[config.mk]
export PLATFORM = sky130hd
export DESIGN_NAME = store_buffer
export DESIGN_NICKNAME = d
export VERILOG_FILES = /design/src/rtl/store_buffer_pkg.sv /design/src/rtl/stbuf_fwd_sel.sv /design/src/rtl/store_buffer.sv
export SDC_FILE = /design/constraint.sdc
export NUM_CORES = 1
export LEC_CHECK = 0
export CORE_AREA = 2 2 279 198
export CTS_BUF_LIST = sky130_fd_sc_hd__clkbuf_4 sky130_fd_sc_hd__clkbuf_8 sky130_fd_sc_hd__clkbuf_16
export DETAILED_ROUTE_END_ITERATION = 8
export DIE_AREA = 0 0 281 200
export PLACE_DENSITY = 0.83
export SYNTH_ARGS = -nofsm -noshare
export SYNTH_HDL_FRONTEND = slang
export SYNTH_SLANG_ARGS = --single-unit
[constraint.sdc]
create_clock -name clk -period 7.1 [get_ports clk]
set_input_delay 1.775 -clock clk [delete_from_list [all_inputs] [get_ports clk]]
set_output_delay 1.775 -clock clk [all_outputs]
set_load 0.02 [all_outputs]
[src/rtl/store_buffer_pkg.sv]
// Shared constants and helpers for the store buffer and its forwarding selector.
package store_buffer_pkg;

    localparam int unsigned RV32_ADDR_WIDTH = 32;
    localparam int unsigned RV32_DATA_WIDTH = 32;

    localparam int unsigned STBUF_DEPTH = 8;
    localparam int unsigned STBUF_SEL   = 3;
    localparam int unsigned STBUF_COM_W = 2;

    // Loads and stores are compared on word address; byte offset is ignored.
    function automatic logic word_match(input logic [RV32_ADDR_WIDTH-1:0] a,
                                        input logic [RV32_ADDR_WIDTH-1:0] b);
        return a[RV32_ADDR_WIDTH-1:2] == b[RV32_ADDR_WIDTH-1:2];
    endfunction

endpackage

[src/rtl/stbuf_fwd_sel.sv]
// Youngest-match selector: rotated priority encode starting just below the tail
// and walking backwards with wrap, followed by a one-hot data mux.
module stbuf_fwd_sel
    import store_buffer_pkg::*;
#(
    parameter int unsigned DEPTH = STBUF_DEPTH,
    parameter int unsigned SEL   = STBUF_SEL
) (
    input  logic [DEPTH-1:0]                      i_valid,
    input  logic [DEPTH-1:0]                      i_match,
    input  logic [SEL-1:0]                        i_tail_idx,
    input  logic [DEPTH-1:0][RV32_DATA_WIDTH-1:0] i_data,
    output logic [DEPTH-1:0]                      o_onehot,
    output logic                                  o_hit,
    output logic [RV32_DATA_WIDTH-1:0]            o_data
);

    logic [DEPTH-1:0] hit_v;
    logic [SEL-1:0]   idx;
    logic             found;

    // Search tail-1, tail-2, ... so the first hit is the youngest store.
    always_comb begin
        hit_v    = i_valid & i_match;
        o_onehot = '0;
        found    = 1'b0;
        idx      = '0;
        for (int k = 0; k < DEPTH; k++) begin
            idx = i_tail_idx - SEL'(k + 1);
            if (!found && hit_v[idx]) begin
                o_onehot[idx] = 1'b1;
                found         = 1'b1;
            end
        end
        o_hit = |hit_v;
    end

    // One-hot OR mux; yields zero when nothing hits.
    always_comb begin
        o_data = '0;
        for (int j = 0; j < DEPTH; j++) begin
            if (o_onehot[j]) begin
                o_data = o_data | i_data[j];
            end
        end
    end

endmodule

[src/rtl/store_buffer.sv]
// In-order store buffer between the LSU and data memory: holds executed stores
// until retirement, drains retired stores when the port is free, and forwards
// the youngest matching store to loads.
module store_buffer
    import store_buffer_pkg::*;
#(
    parameter int unsigned DEPTH = STBUF_DEPTH,
    parameter int unsigned SEL   = STBUF_SEL,
    parameter int unsigned COM_W = STBUF_COM_W
) (
    input  logic                       clk,
    input  logic                       rst,
    input  logic                       i_exfin_st,
    input  logic [RV32_ADDR_WIDTH-1:0] i_exfin_st_addr,
    input  logic [RV32_DATA_WIDTH-1:0] i_exfin_st_data,
    output logic                       o_full,
    input  logic [RV32_ADDR_WIDTH-1:0] i_ld_addr,
    output logic                       o_addr_hit,
    output logic [RV32_DATA_WIDTH-1:0] o_rd_data,
    input  logic [1:0]                 i_com_st_num,
    input  logic                       i_kill,
    input  logic                       i_dmem_occupy,
    output logic                       o_dmem_we,
    output logic [RV32_ADDR_WIDTH-1:0] o_dmem_addr,
    output logic [RV32_DATA_WIDTH-1:0] o_dmem_wdata
);

    // Pointers carry an extra wrap bit so full and empty are distinguishable.
    logic [SEL:0] head_q, head_d;
    logic [SEL:0] com_q,  com_d;
    logic [SEL:0] tail_q, tail_d;
    logic [SEL:0] count;

    logic [DEPTH-1:0][RV32_ADDR_WIDTH-1:0] addr_q;
    logic [DEPTH-1:0][RV32_DATA_WIDTH-1:0] data_q;

    logic             push;
    logic [DEPTH-1:0] valid;
    logic [DEPTH-1:0] match;
    logic [DEPTH-1:0] fwd_onehot;
    logic [SEL-1:0]   off;

    // Occupancy, push qualification, drain request and pointer next-state.
    always_comb begin
        count        = tail_q - head_q;
        o_full       = (count == (SEL+1)'(DEPTH));
        push         = i_exfin_st && !o_full && !i_kill;
        o_dmem_we    = (head_q != com_q) && !i_dmem_occupy;
        o_dmem_addr  = addr_q[head_q[SEL-1:0]];
        o_dmem_wdata = data_q[head_q[SEL-1:0]];
        head_d       = head_q + (SEL+1)'(o_dmem_we);
        com_d        = com_q + (SEL+1)'(i_com_st_num);
        // Retirement in the kill cycle is honoured before the flush.
        tail_d       = i_kill ? com_d : tail_q + (SEL+1)'(push);
    end

    // Pointer registers.
    always_ff @(posedge clk) begin
        if (rst) begin
            head_q <= '0;
            com_q  <= '0;
            tail_q <= '0;
        end else begin
            head_q <= head_d;
            com_q  <= com_d;
            tail_q <= tail_d;
        end
    end

    // Entry storage; contents are only meaningful inside [head, tail).
    always_ff @(posedge clk) begin
        if (push) begin
            addr_q[tail_q[SEL-1:0]] <= i_exfin_st_addr;
            data_q[tail_q[SEL-1:0]] <= i_exfin_st_data;
        end
    end

    // Live-entry mask and per-entry word-address compare against the load.
    always_comb begin
        valid = '0;
        match = '0;
        off   = '0;
        for (int i = 0; i < DEPTH; i++) begin
            off      = SEL'(i) - head_q[SEL-1:0];
            valid[i] = ({1'b0, off} < count);
            match[i] = word_match(i_ld_addr, addr_q[i]);
        end
    end

    stbuf_fwd_sel #(
        .DEPTH (DEPTH),
        .SEL   (SEL)
    ) u_fwd_sel (
        .i_valid    (valid),
        .i_match    (match),
        .i_tail_idx (tail_q[SEL-1:0]),
        .i_data     (data_q),
        .o_onehot   (fwd_onehot),
        .o_hit      (o_addr_hit),
        .o_data     (o_rd_data)
    );

    logic unused_fwd;
    assign unused_fwd = ^fwd_onehot;

    // The ROB may never retire more stores than are executed and unretired.
    a_com_legal: assert property (@(posedge clk) disable iff (rst)
        (32'(i_com_st_num) <= COM_W) && ((SEL+1)'(i_com_st_num) <= (tail_q - com_q)));

endmodule

# Yosys cells after proc, flatten, opt, wreduce, memory -nomap -nowiden
# Index checks and enable logic that the tools add are counted.
totals:
  register_bits: 524
  input_bits: 103
  output_inout_bits: 99
  wordCells: 181
op_classes:
  addsub: 19
  magnitude_cmp: 25
  eq_ne: 10
  muxes: 64
  bitwise_logic: 15
  n_reduce_logical: 29
ops:
  columns: ["op", "count"]
  rows:
  - ["$bwmux 256", 2]
  - ["$mux 32", 11]
  - ["$eq 30x30->1", 8]
  - ["$or 32x32->32", 7]
  - ["$bmux 32 s3", 2]
  - ["$demux 32 s3", 1]
  - ["$mux 8", 8]
  - ["$or 8x8->8", 7]
  - ["$lt 3x4->1 const B", 9]
  - ["$lt 3x4->1", 8]
  - ["$bmux 1 s3", 8]
  - ["$demux 1 s3", 8]
  - ["$ge 3x1->1 const B", 8]
  - ["$mux 1", 23]
  - ["$logic_and 1x1->1", 18]
  - ["$sub 3x3->3 const A", 4]
  - ["$sub 3x3->3 const B", 4]
  - ["$logic_not 1->1", 10]
  - ["$add 4x1->4", 2]
  - ["$and 8x8->8", 1]
  - ["$reduce_or 8->1", 1]
  - ["$sub 1x3->3 const A", 2]
  - ["$sub 2x3->3 const A", 2]
  - ["$sub 3x2->3 const B", 2]
  - ["other kinds (6)", 6]

# Depth between registers and ports, before layout
# Gate-level depths: netlist of the first run.
logic_depth:
  depth_word: 42
  ltp_mapped: 23
  ltp_nobuf: 18

# Hierarchy
# A second synthesis of the first run with hierarchy kept.
hier_totals:
  hier_cells: 1772
  area_unflattened_um2: 26397.8
by_module_without_submodules:
  columns: ["module", "instances", "cells_per_inst", "area_each_um2", "seq_area_each_um2"]
  rows:
  - ["store_buffer", 1, 1360, 23151.0, 15615.0]
  - ["stbuf_fwd_sel", 1, 412, 3246.9, 0.0]

# Least setup slack after synthesis of the first run
# Ideal clock, no wire load.
synth_path:
  path_type: "register to output"
  from: "register head_q[1]"
  to: "output o_rd_data[25]"
  t_arrival_ns: 6.073
  slack_ns: -0.748
  path_stages_with_launch: 22
  n_path_buf: 6
  path_cell_list: "dfxtp_1 clkbuf_1 buf_1 clkbuf_1 clkbuf_1 inv_1 fa_1 inv_1 ha_1 nor2b_1 o21ai_1 a221o_1 and3_4 mux2_2 mux4_2 nor4b_4 buf_2 nand3_1 o221ai_1 o22ai_1 clkbuf_1 o2111ai_1"
synth_via:
  elab_chain_cells: 42
  elab_cells_between_ends: 85
  classes_between: "add/sub: 9; order compare: 8; mux: 39; bitwise: 15; reduce/logical: 14"
synth_lines:
  columns: ["item", "line", "rtl"]
  rows:
  - ["from (decl)", "store_buffer.sv:29", "logic [SEL:0] head_q, head_d;"]
  - ["from (signal assigned)", "store_buffer.sv:60", "head_q <= '0;"]
  - ["from (signal assigned)", "store_buffer.sv:64", "head_q <= head_d;"]
  - ["$sub 4x4->4 (tied with other cells)", "store_buffer.sv:45", "count = tail_q - head_q;"]
  - ["$lt 3x4->1", "store_buffer.sv:85", "valid[i] = ({1'b0, off} < count);"]
  - ["$and 8x8->8 *", "stbuf_fwd_sel.sv:24", "hit_v = i_valid & i_match;"]
  - ["$bmux 1 s3", "stbuf_fwd_sel.sv:30", "if (!found && hit_v[idx]) begin"]
  - ["$mux 1 (not written as such)", "stbuf_fwd_sel.sv:30", null]
  - ["$mux 1", "stbuf_fwd_sel.sv:30", null]
  - ["$logic_not 1->1", "stbuf_fwd_sel.sv:30", null]
  - ["$logic_and 1x1->1", "stbuf_fwd_sel.sv:30", null]
  - ["[26 not listed]", null, null]
  - ["$or 32x32->32", "stbuf_fwd_sel.sv:43", "o_data = o_data | i_data[j];"]
  - ["$mux 32", "stbuf_fwd_sel.sv:42", "if (o_onehot[j]) begin"]
  - ["$or 32x32->32", "stbuf_fwd_sel.sv:43", null]
  - ["$mux 32", "stbuf_fwd_sel.sv:42", null]
  - ["$or 32x32->32", "stbuf_fwd_sel.sv:43", null]
  - ["$mux 32", "stbuf_fwd_sel.sv:42", null]
  - ["$or 32x32->32", "stbuf_fwd_sel.sv:43", null]
  - ["$mux 32 *", "stbuf_fwd_sel.sv:42", null]
  - ["to (decl)", "store_buffer.sv:19", "output logic [RV32_DATA_WIDTH-1:0] o_rd_data,"]
# Mark *: on every way between the ends. The rest lies on a longest branch, timed or not. The select of a mux whose other input is x is not followed.

# Final worst setup path of the first run
layout_path:
  from: "input i_ld_addr[25]"
  to: "output o_rd_data[28]"
layout_via:
  elab_chain_cells: 41
  elab_cells_between_ends: 76
  classes_between: "eq/ne: 8; mux: 39; bitwise: 15; reduce/logical: 14"
layout_lines:
  columns: ["item", "line", "rtl"]
  rows:
  - ["from (decl)", "store_buffer.sv:17", "input logic [RV32_ADDR_WIDTH-1:0] i_ld_addr,"]
  - ["$eq 30x30->1", "store_buffer_pkg.sv:14", "return a[RV32_ADDR_WIDTH-1:2] == b[RV32_ADDR_WIDTH-1:2];"]
  - ["$and 8x8->8 *", "stbuf_fwd_sel.sv:24", null]
  - ["$bmux 1 s3", "stbuf_fwd_sel.sv:30", null]
  - ["$mux 1 (not written as such)", "stbuf_fwd_sel.sv:30", null]
  - ["$mux 1", "stbuf_fwd_sel.sv:30", null]
  - ["$logic_not 1->1", "stbuf_fwd_sel.sv:30", null]
  - ["$logic_and 1x1->1", "stbuf_fwd_sel.sv:30", null]
  - ["$mux 1", "stbuf_fwd_sel.sv:30", null]
  - ["[25 not listed]", null, null]
  - ["$or 32x32->32", "stbuf_fwd_sel.sv:43", null]
  - ["$mux 32", "stbuf_fwd_sel.sv:42", null]
  - ["$or 32x32->32", "stbuf_fwd_sel.sv:43", null]
  - ["$mux 32", "stbuf_fwd_sel.sv:42", null]
  - ["$or 32x32->32", "stbuf_fwd_sel.sv:43", null]
  - ["$mux 32", "stbuf_fwd_sel.sv:42", null]
  - ["$or 32x32->32", "stbuf_fwd_sel.sv:43", null]
  - ["$mux 32 *", "stbuf_fwd_sel.sv:42", null]
# Marked as above.

==> impl_metrics.csv, run 1 <==
group,metric,value,unit
outcome,status,"finished with violations",
outcome,violations,"setup timing",
sta,hold_viol,0,
worst_setup_path,arrival,5.86,ns
grt,grt_pass1_wl,121900,µm
die,ios,202,
worst_setup_path,path_buf_inv,6,
worst_setup_path,critPathMostFrequentCell,"buf_4",
synthesis,synth-edff-count,512,
routing,drt-total-wl,84760,µm
worst_setup_path,cp-endpoint,"o_rd_data[28]",
sta,clock_skew,0.02835,ns
power_and_ir_drop,power,9899,µW
worst_setup_path,crit_fanout,4,
grt,gr-usage-met3,6.622,%
sta,worst_pin_slew,1.189,ns
worst_setup_path,crit_path_start_kind,"input port",
final_layout,multi_input_area,11640,µm²
sta,worst_slack,-0.5325,ns
synthesis,async_flop_share,0,%
final_layout,synthToLayoutAreaGrowth,30.15,%
worst_setup_path,required,5.33,ns
sta,rsz0062_at_grt,"yes",
clock_tree,clock_sinks,524,
worst_setup_path,crit_start,"i_ld_addr[25]",
grt,grt_max_degree,69,
placed_design,io_buffers,199,
routing,via_per_inst,6.517,
grt,groute.usage.overall,29.15,%
worst_setup_path,path_cells,"buf_6 > xor2_1 > nor4_2 > buf_4 > nand4_1 > buf_4 > or4_4 > and3_4 > or4b_4 > and2_4 > a32oi_2 > o211ai_1 > buf_4 > buf_4 > and3_4 > a311oi_4 > o2111ai_2 > buf_6",
job,maxCapViolCount,0,
routing,dr.first_iter.drc_count,2694,
worst_setup_path,worstReg2RegEnd,"addr_q[15]",
final_layout,fin_nets,2375,
sta,max_freq,0.1310,GHz
routing,wire_per_inst,28.07,µm
synthesis,synthTopCellsByArea,"edfxtp_1 58%, mux4_2 11%, xnor2_1 7.3%",
die,initial_core_util,49.75,%
placed_design,gp_congestion,0.9261,
die,num_rows,71,
synthesis,syn_nets,1993,
worst_setup_path,end_kind,"primary output",
routing,drtPass1Iterations,6,
grt,met2_usage,44.76,%
sta,setup_tns,-14.44,ns
clock_tree,cts_tree,"done",
synthesis,ys_ff_latch,524,
sta,setup_violations,32,
worst_setup_path,path_depth,18,
clock_tree,h-tree-depth,2,
worst_setup_path,slowest_delay,0.52,ns
clock_tree,path_clk_slew,0.06,ns
power_and_ir_drop,powerDensity,286.3,nW/µm²
final_layout,fin_cells,3019,
sta,slew_headroom,20.71,%
die,core-area,53390,µm²
routing,drcViolationCount,0,
worst_setup_path,rr_worst_depth,11,
die,die_w,281,µm
worst_setup_path,ff2ff_setup_slack,2.78,ns
synthesis,netlist_area,26560,µm²
power_and_ir_drop,power.leakage,0.01194,µW
synthesis,ys_seq_area_share,58.79,%
die,die_h,200,µm
routing,num_vias,19676,
synthesis,syn_inst,1863,
worst_setup_path,crit_type,"input port to primary output",
sta,fin_crit_sh,107.5,%
final_layout,nFillCells,3473,
synthesis,yosysWarnings,0,
sta,maxSlewViolCount,0,
synthesis,yosys.cell_types.count,72,
final_layout,drive_above_1_share,32.01,%
die,die_area,56200,µm²
grt,gr-usage-met1,41.27,%
routing,ant_nets,0,
hold_path,hold_path_class,"register to register",
synthesis,post-synth-top-area-cell,"edfxtp_1",
final_layout,seq_area,15630,µm²
placed_design,dpl.hpwl,51350,µm
worst_setup_path,crit_family,"simple AND/OR/NAND/NOR gates",
synthesis,synth-main-ff-cell,"edfxtp_1",
clock_tree,cts_buffers,52,
grt,top_usage_layer,"met2",
grt,antenna_found_initial,4,
clock_tree,root_buffer,"clkbuf_16",
clock_tree,clockBufferDepth,3,
synthesis,synth_top_area_share,57.88,%
placed_design,placed_cells,2870,
clock_tree,clock_latency,0.61,ns
power_and_ir_drop,irDropWorstVdd,0.1789,mV
grt,grt-ovfl-total,0,
sta,min_period,7.633,ns
worst_setup_path,r2r-start,"tail_q[0]",
grt,grt_pass1_vias,19521,
synthesis,avgSynthCellArea,14.26,µm²
worst_setup_path,slowest_stage,"or4b_4",
[power breakdown]
part / total [µW] / leakage, µW / internal, µW / switching (µW)
Combinational: 3690 / 0.00642 / 1740 / 1950
Clock: 2660 / 0.000801 / 1480 / 1180
Sequential: 3550 / 0.00472 / 3490 / 51.9
Total: 9900 / 0.0119 / 6720 / 3180
[worst reg2reg max path, stage by stage, from the launching register on]
cell	delay, ns
dfxtp_2	0.33
inv_2	0.07
ha_4	0.12
inv_1	0.04
fa_1	0.42
xnor2_2	0.21
buf_4	0.17
nand3_1	0.08
a21oi_1	0.09
nor3b_1	0.91
and3_4	0.92
buf_4	0.59
[stage by stage]
stage	utilization, %	worst slack (ns)	cell area, µm²	hold slack (ns)
2_1_floorplan	-	0.008637	26610	0.5242
3_3_place_gp	57.75	-1.473	30830	0.5592
3_5_place_dp	57.75	-1.671	30830	0.5719
4_1_cts	62.92	-0.4335	33590	0.5936
5_1_grt	64.74	-0.5783	34570	0.6277
6_report	64.75	-0.5325	34570	0.6010
[layout make-up]
cell class	count	area share, %
Antenna cell	2	0.01448
Inverter	82	0.8903
Multi-Input combinational cell	1129	33.68
Clock buffer	64	4.075
Timing Repair Buffer	456	12.87
Tap cell	730	2.642
Sequential cell	524	45.20
Clock inverter	32	0.6298
[cell families after synthesis]
| kind of cell | share of synthesized area (%) |
|---|---|
| flops | 58.79 |
| compound gates | 7.330 |
| simple gates | 9.162 |
| fa+ha+maj | 1.366 |
| buf+inv | 3.255 |
| mux | 11.47 |
| xor+xnor | 8.634 |
[placed cells by master, fill, tap and decap left out, types with 20 or more instances in the layout]
master and n:
ha_1 23, clkdlybuf4s50_1 137, a2bb2oi_1 21, a32oi_1 58
xnor2_1 163, nand2_1 217, inv_1 79, xnor2_2 51
xor2_1 24, nor2_1 26, buf_6 71, buf_12 25
mux4_2 131, a222oi_1 26, nand4_1 106, clkbuf_16 55
o211a_1 20, buf_4 188, edfxtp_1 512, nand3_1 33
and3_4 20
[worst min-delay path by stage]
stage,depth (start not counted),start,to
final,2,com_q[3],com_q[3]
after detailed placement,2,com_q[3],com_q[3]
after floorplan,2,com_q[3],com_q[3]
after CTS,2,com_q[3],com_q[3]
after global placement,2,com_q[3],com_q[3]
after global routing,2,com_q[3],com_q[3]
[layer usage]
layer	part of all wire [%]	wire [µm]
met1	39	32720
met2	46	38680
met3	12	10400
met5	0.046	39
met4	3.5	2926
[sequential cells by signal (all words and copies together) (netlist names)]
signal,count
head_q,4
data_q,256
tail_q,4
com_q,4
addr_q,256
[cells in the mapped netlist, types with 23 or more instances]
| cell type | count |
|---|---|
| nor2_1 | 26 |
| a2bb2oi_1 | 29 |
| a222oi_1 | 26 |
| nand3_1 | 42 |
| nor4_1 | 23 |
| clkbuf_1 | 70 |
| buf_2 | 40 |
| inv_1 | 82 |
| nand4_1 | 106 |
| xor2_1 | 39 |
| mux4_2 | 131 |
| xnor2_1 | 221 |
| edfxtp_1 | 512 |
| nand2_1 | 219 |
| a32oi_1 | 59 |
| ha_1 | 25 |
[repair_timing]
action / 4_1_cts / 5_1_grt
buffers inserted: 33 / 21
gates cloned: 1 / 2
gates resized for setup: 438 / 162
endpoints found under the setup margin: 32 / 32
pin swaps: 98 / 104
hold buffers: 0 / 0
(Power assumes the default switching activity.)
==> run 2, diff against run 1 <==
--- a/config.mk
+++ b/config.mk
@@ -9,7 +9,7 @@
 export CTS_BUF_LIST = sky130_fd_sc_hd__clkbuf_4 sky130_fd_sc_hd__clkbuf_8 sky130_fd_sc_hd__clkbuf_16
 export DETAILED_ROUTE_END_ITERATION = 8
 export DIE_AREA = 0 0 281 200
-export PLACE_DENSITY = 0.83
+export PLACE_DENSITY = 0.72
 export SYNTH_ARGS = -nofsm -noshare
 export SYNTH_HDL_FRONTEND = slang
 export SYNTH_SLANG_ARGS = --single-unit
==> run 2 against run 1 <==
Compared with the run above:
- the flow still finishes with violations (setup timing)
- largest cell class unchanged
- highest routed layer unchanged
- flip-flop and latch count unchanged
- clock skew decreased by 0.00063 ns
- power rose by 1.2%
- sequential power barely moved
==> impl_metrics.csv, run 2 (same netlist as run 1, synthesis figures left out) <==
group,metric,value,unit
outcome,status,"finished with violations",
outcome,violations,"setup timing",
routing,num_vias,19654,
grt,antenna_found_initial,3,
sta,rsz0062_at_grt,"yes",
routing,dr.first_iter.drc_count,2743,
sta,worst_pin_slew,1.175,ns
placed_design,placed_area,30950,µm²
clock_tree,clock_sinks,524,
die,ios,202,
power_and_ir_drop,clkPwrFrac,26.4,%
routing,drt-total-wl,84640,µm
sta,worst_slack,-0.5472,ns
worst_setup_path,crit_start,"i_ld_addr[14]",
final_layout,fin_nets,2437,
worst_setup_path,slowest_delay,0.54,ns
power_and_ir_drop,power.leakage,0.01227,µW
power_and_ir_drop,seq_power_share,35.4,%
grt,grt_pass1_wl,123100,µm
final_layout,nFillCells,3589,
grt,grt_max_degree,56,
power_and_ir_drop,power,10020,µW
worst_setup_path,path_buf_inv,13,
grt,grt-ovfl-total,0,
sta,clock_skew,0.02772,ns
clock_tree,root_buffer,"clkbuf_16",
clock_tree,clock_latency,0.62,ns
clock_tree,path_clk_slew,0.06,ns
power_and_ir_drop,intPower,6776,µW
power_and_ir_drop,power_switching,3244,µW
worst_setup_path,required,5.33,ns
worst_setup_path,path_cells,"buf_2 > buf_6 > buf_4 > xnor2_2 > nand4_1 > nor4_2 > buf_4 > and3_4 > mux2_4 > mux4_2 > buf_6 > nor4b_4 > buf_4 > buf_6 > nand2_4 > buf_6 > buf_6 > o2111ai_4 > buf_12 > buf_16 > buf_12 > a32oi_1 > nand4_1 > buf_4",
power_and_ir_drop,powerDensity,285.1,nW/µm²
grt,groute.usage.overall,29.59,%
routing,drtPass1Iterations,6,
worst_setup_path,crit_type,"input port to primary output",
routing,via_per_inst,6.381,
power_and_ir_drop,irDropWorstVdd,0.2105,mV
sta,setup_violations,32,
die,die_h,200,µm
die,core-area,53390,µm²
worst_setup_path,crit_path_start_kind,"input port",
hold_path,min_from,"com_q[3]",
sta,min_period,7.647,ns
routing,drcViolationCount,0,
worst_setup_path,slowest_stage,"mux4_2",
die,num_rows,71,
clock_tree,h-tree-depth,2,
sta,max_freq,0.1308,GHz
sta,slew_headroom,21.64,%
worst_setup_path,end_kind,"primary output",
sta,maxSlewViolCount,0,
final_layout,layout_common_cells,"512 x edfxtp_1, 228 x buf_4, 215 x nand2_1",
sta,setup_tns,-15.23,ns
worst_setup_path,arrival,5.87,ns
worst_setup_path,crit_family,"buffers and inverters",
placed_design,gp_congestion,0.9043,
power_and_ir_drop,p_comb_share,38.2,%
job,maxCapViolCount,0,
routing,ant_nets,0,
sta,hold_slack,0.5701,ns
clock_tree,clockBufferDepth,3,
worst_setup_path,r2r-start,"tail_q[0]",
hold_path,hold_path_class,"register to register",
final_layout,drive_above_1_share,33.89,%
die,initial_core_util,49.75,%
placed_design,place_ws,-1.868,ns
power_and_ir_drop,p_sw_share,32.37,%
worst_setup_path,critPathMostFrequentCell,"buf_6",
worst_setup_path,crit_fanout,5,
sta,fin_crit_sh,107.7,%
clock_tree,cts_buffers,52,
die,die_area,56200,µm²
final_layout,layout_commonest_cell,"edfxtp_1",
sta,hold_viol,0,
routing,wire_per_inst,27.48,µm
final_layout,fin_area,35140,µm²
grt,grt_pass1_vias,19476,
final_layout,synthToLayoutAreaGrowth,32.31,%
clock_tree,cts_tree,"done",
die,die_w,281,µm
placed_design,dpl.hpwl,50740,µm
placed_design,io_buffers,199,
[run 2: final cells by class]
| class | count | area [µm²] | area share [%] |
|---|---|---|---|
| diodes | 1 | 2.502 | 0.007120 |
| well taps | 730 | 913.4 | 2.599 |
| clock inverters | 36 | 215.2 | 0.6124 |
| inverters | 82 | 307.8 | 0.8758 |
| clock buffers | 60 | 1396 | 3.973 |
| flip-flops and latches | 524 | 15630 | 44.47 |
| repair buffers | 516 | 5031 | 14.32 |
| multi-input cells | 1131 | 11650 | 33.15 |
[run 2: power by group through the flow]
stage	combinational [µW]	clock (µW)	sequential, µW
6_report	3830	2640	3550
5_1_grt	4000	2770	3550
4_1_cts	3550	2650	3540
3_5_place_dp	3220	0	3600
3_3_place_gp	3170	0	3600
2_1_floorplan	1820	0	3590
[run 2: per-stage QoR]
step	utilization [%]	instances
3_5_place_dp	57.97	2880
2_1_floorplan	-	1863
6_report	65.82	3080
4_1_cts	64.55	3045
5_1_grt	65.82	3079
3_3_place_gp	57.97	2880
[run 2: worst paths after layout]
| kind | to | slack, ns | cells past startpoint |
|---|---|---|---|
| hold reg to reg | com_q[3] | 0.57 | 2 |
| setup reg to reg | addr_q[56] | 2.75 | 11 |
| hold / removal | com_q[3] | 0.57 | 2 |
| setup / recovery | o_rd_data[0] | -0.55 | 24 |
[run 2: routing by layer]
metal  vias up  GRT usage (%)  routed length, µm
met1      9905          43.39              34710
met2      1286          44.13              37610
met3       210          6.634               9788
met5         -              0                 27
met4         4          9.586               2499
li1       8249              -                  -
[run 2: timing repair]
| action | in CTS | in global routing |
|---|---|---|
| pin swaps | 146 | 57 |
| cloned | 9 | 1 |
| setup endpoints to repair | 32 | 32 |
| hold buffers | 0 | 0 |
| resized for setup | 533 | 77 |
| setup buffers | 66 | 37 |
[run 2: worst register-to-register path: stages, from the launching register on]
cell,delay (ns)
dfxtp_2,0.33
inv_2,0.07
ha_4,0.13
inv_2,0.04
fa_1,0.45
xnor2_2,0.15
buf_4,0.18
nand3_1,0.09
a21oi_1,0.09
nor3b_1,0.92
and3_4,1.10
buf_4,0.47
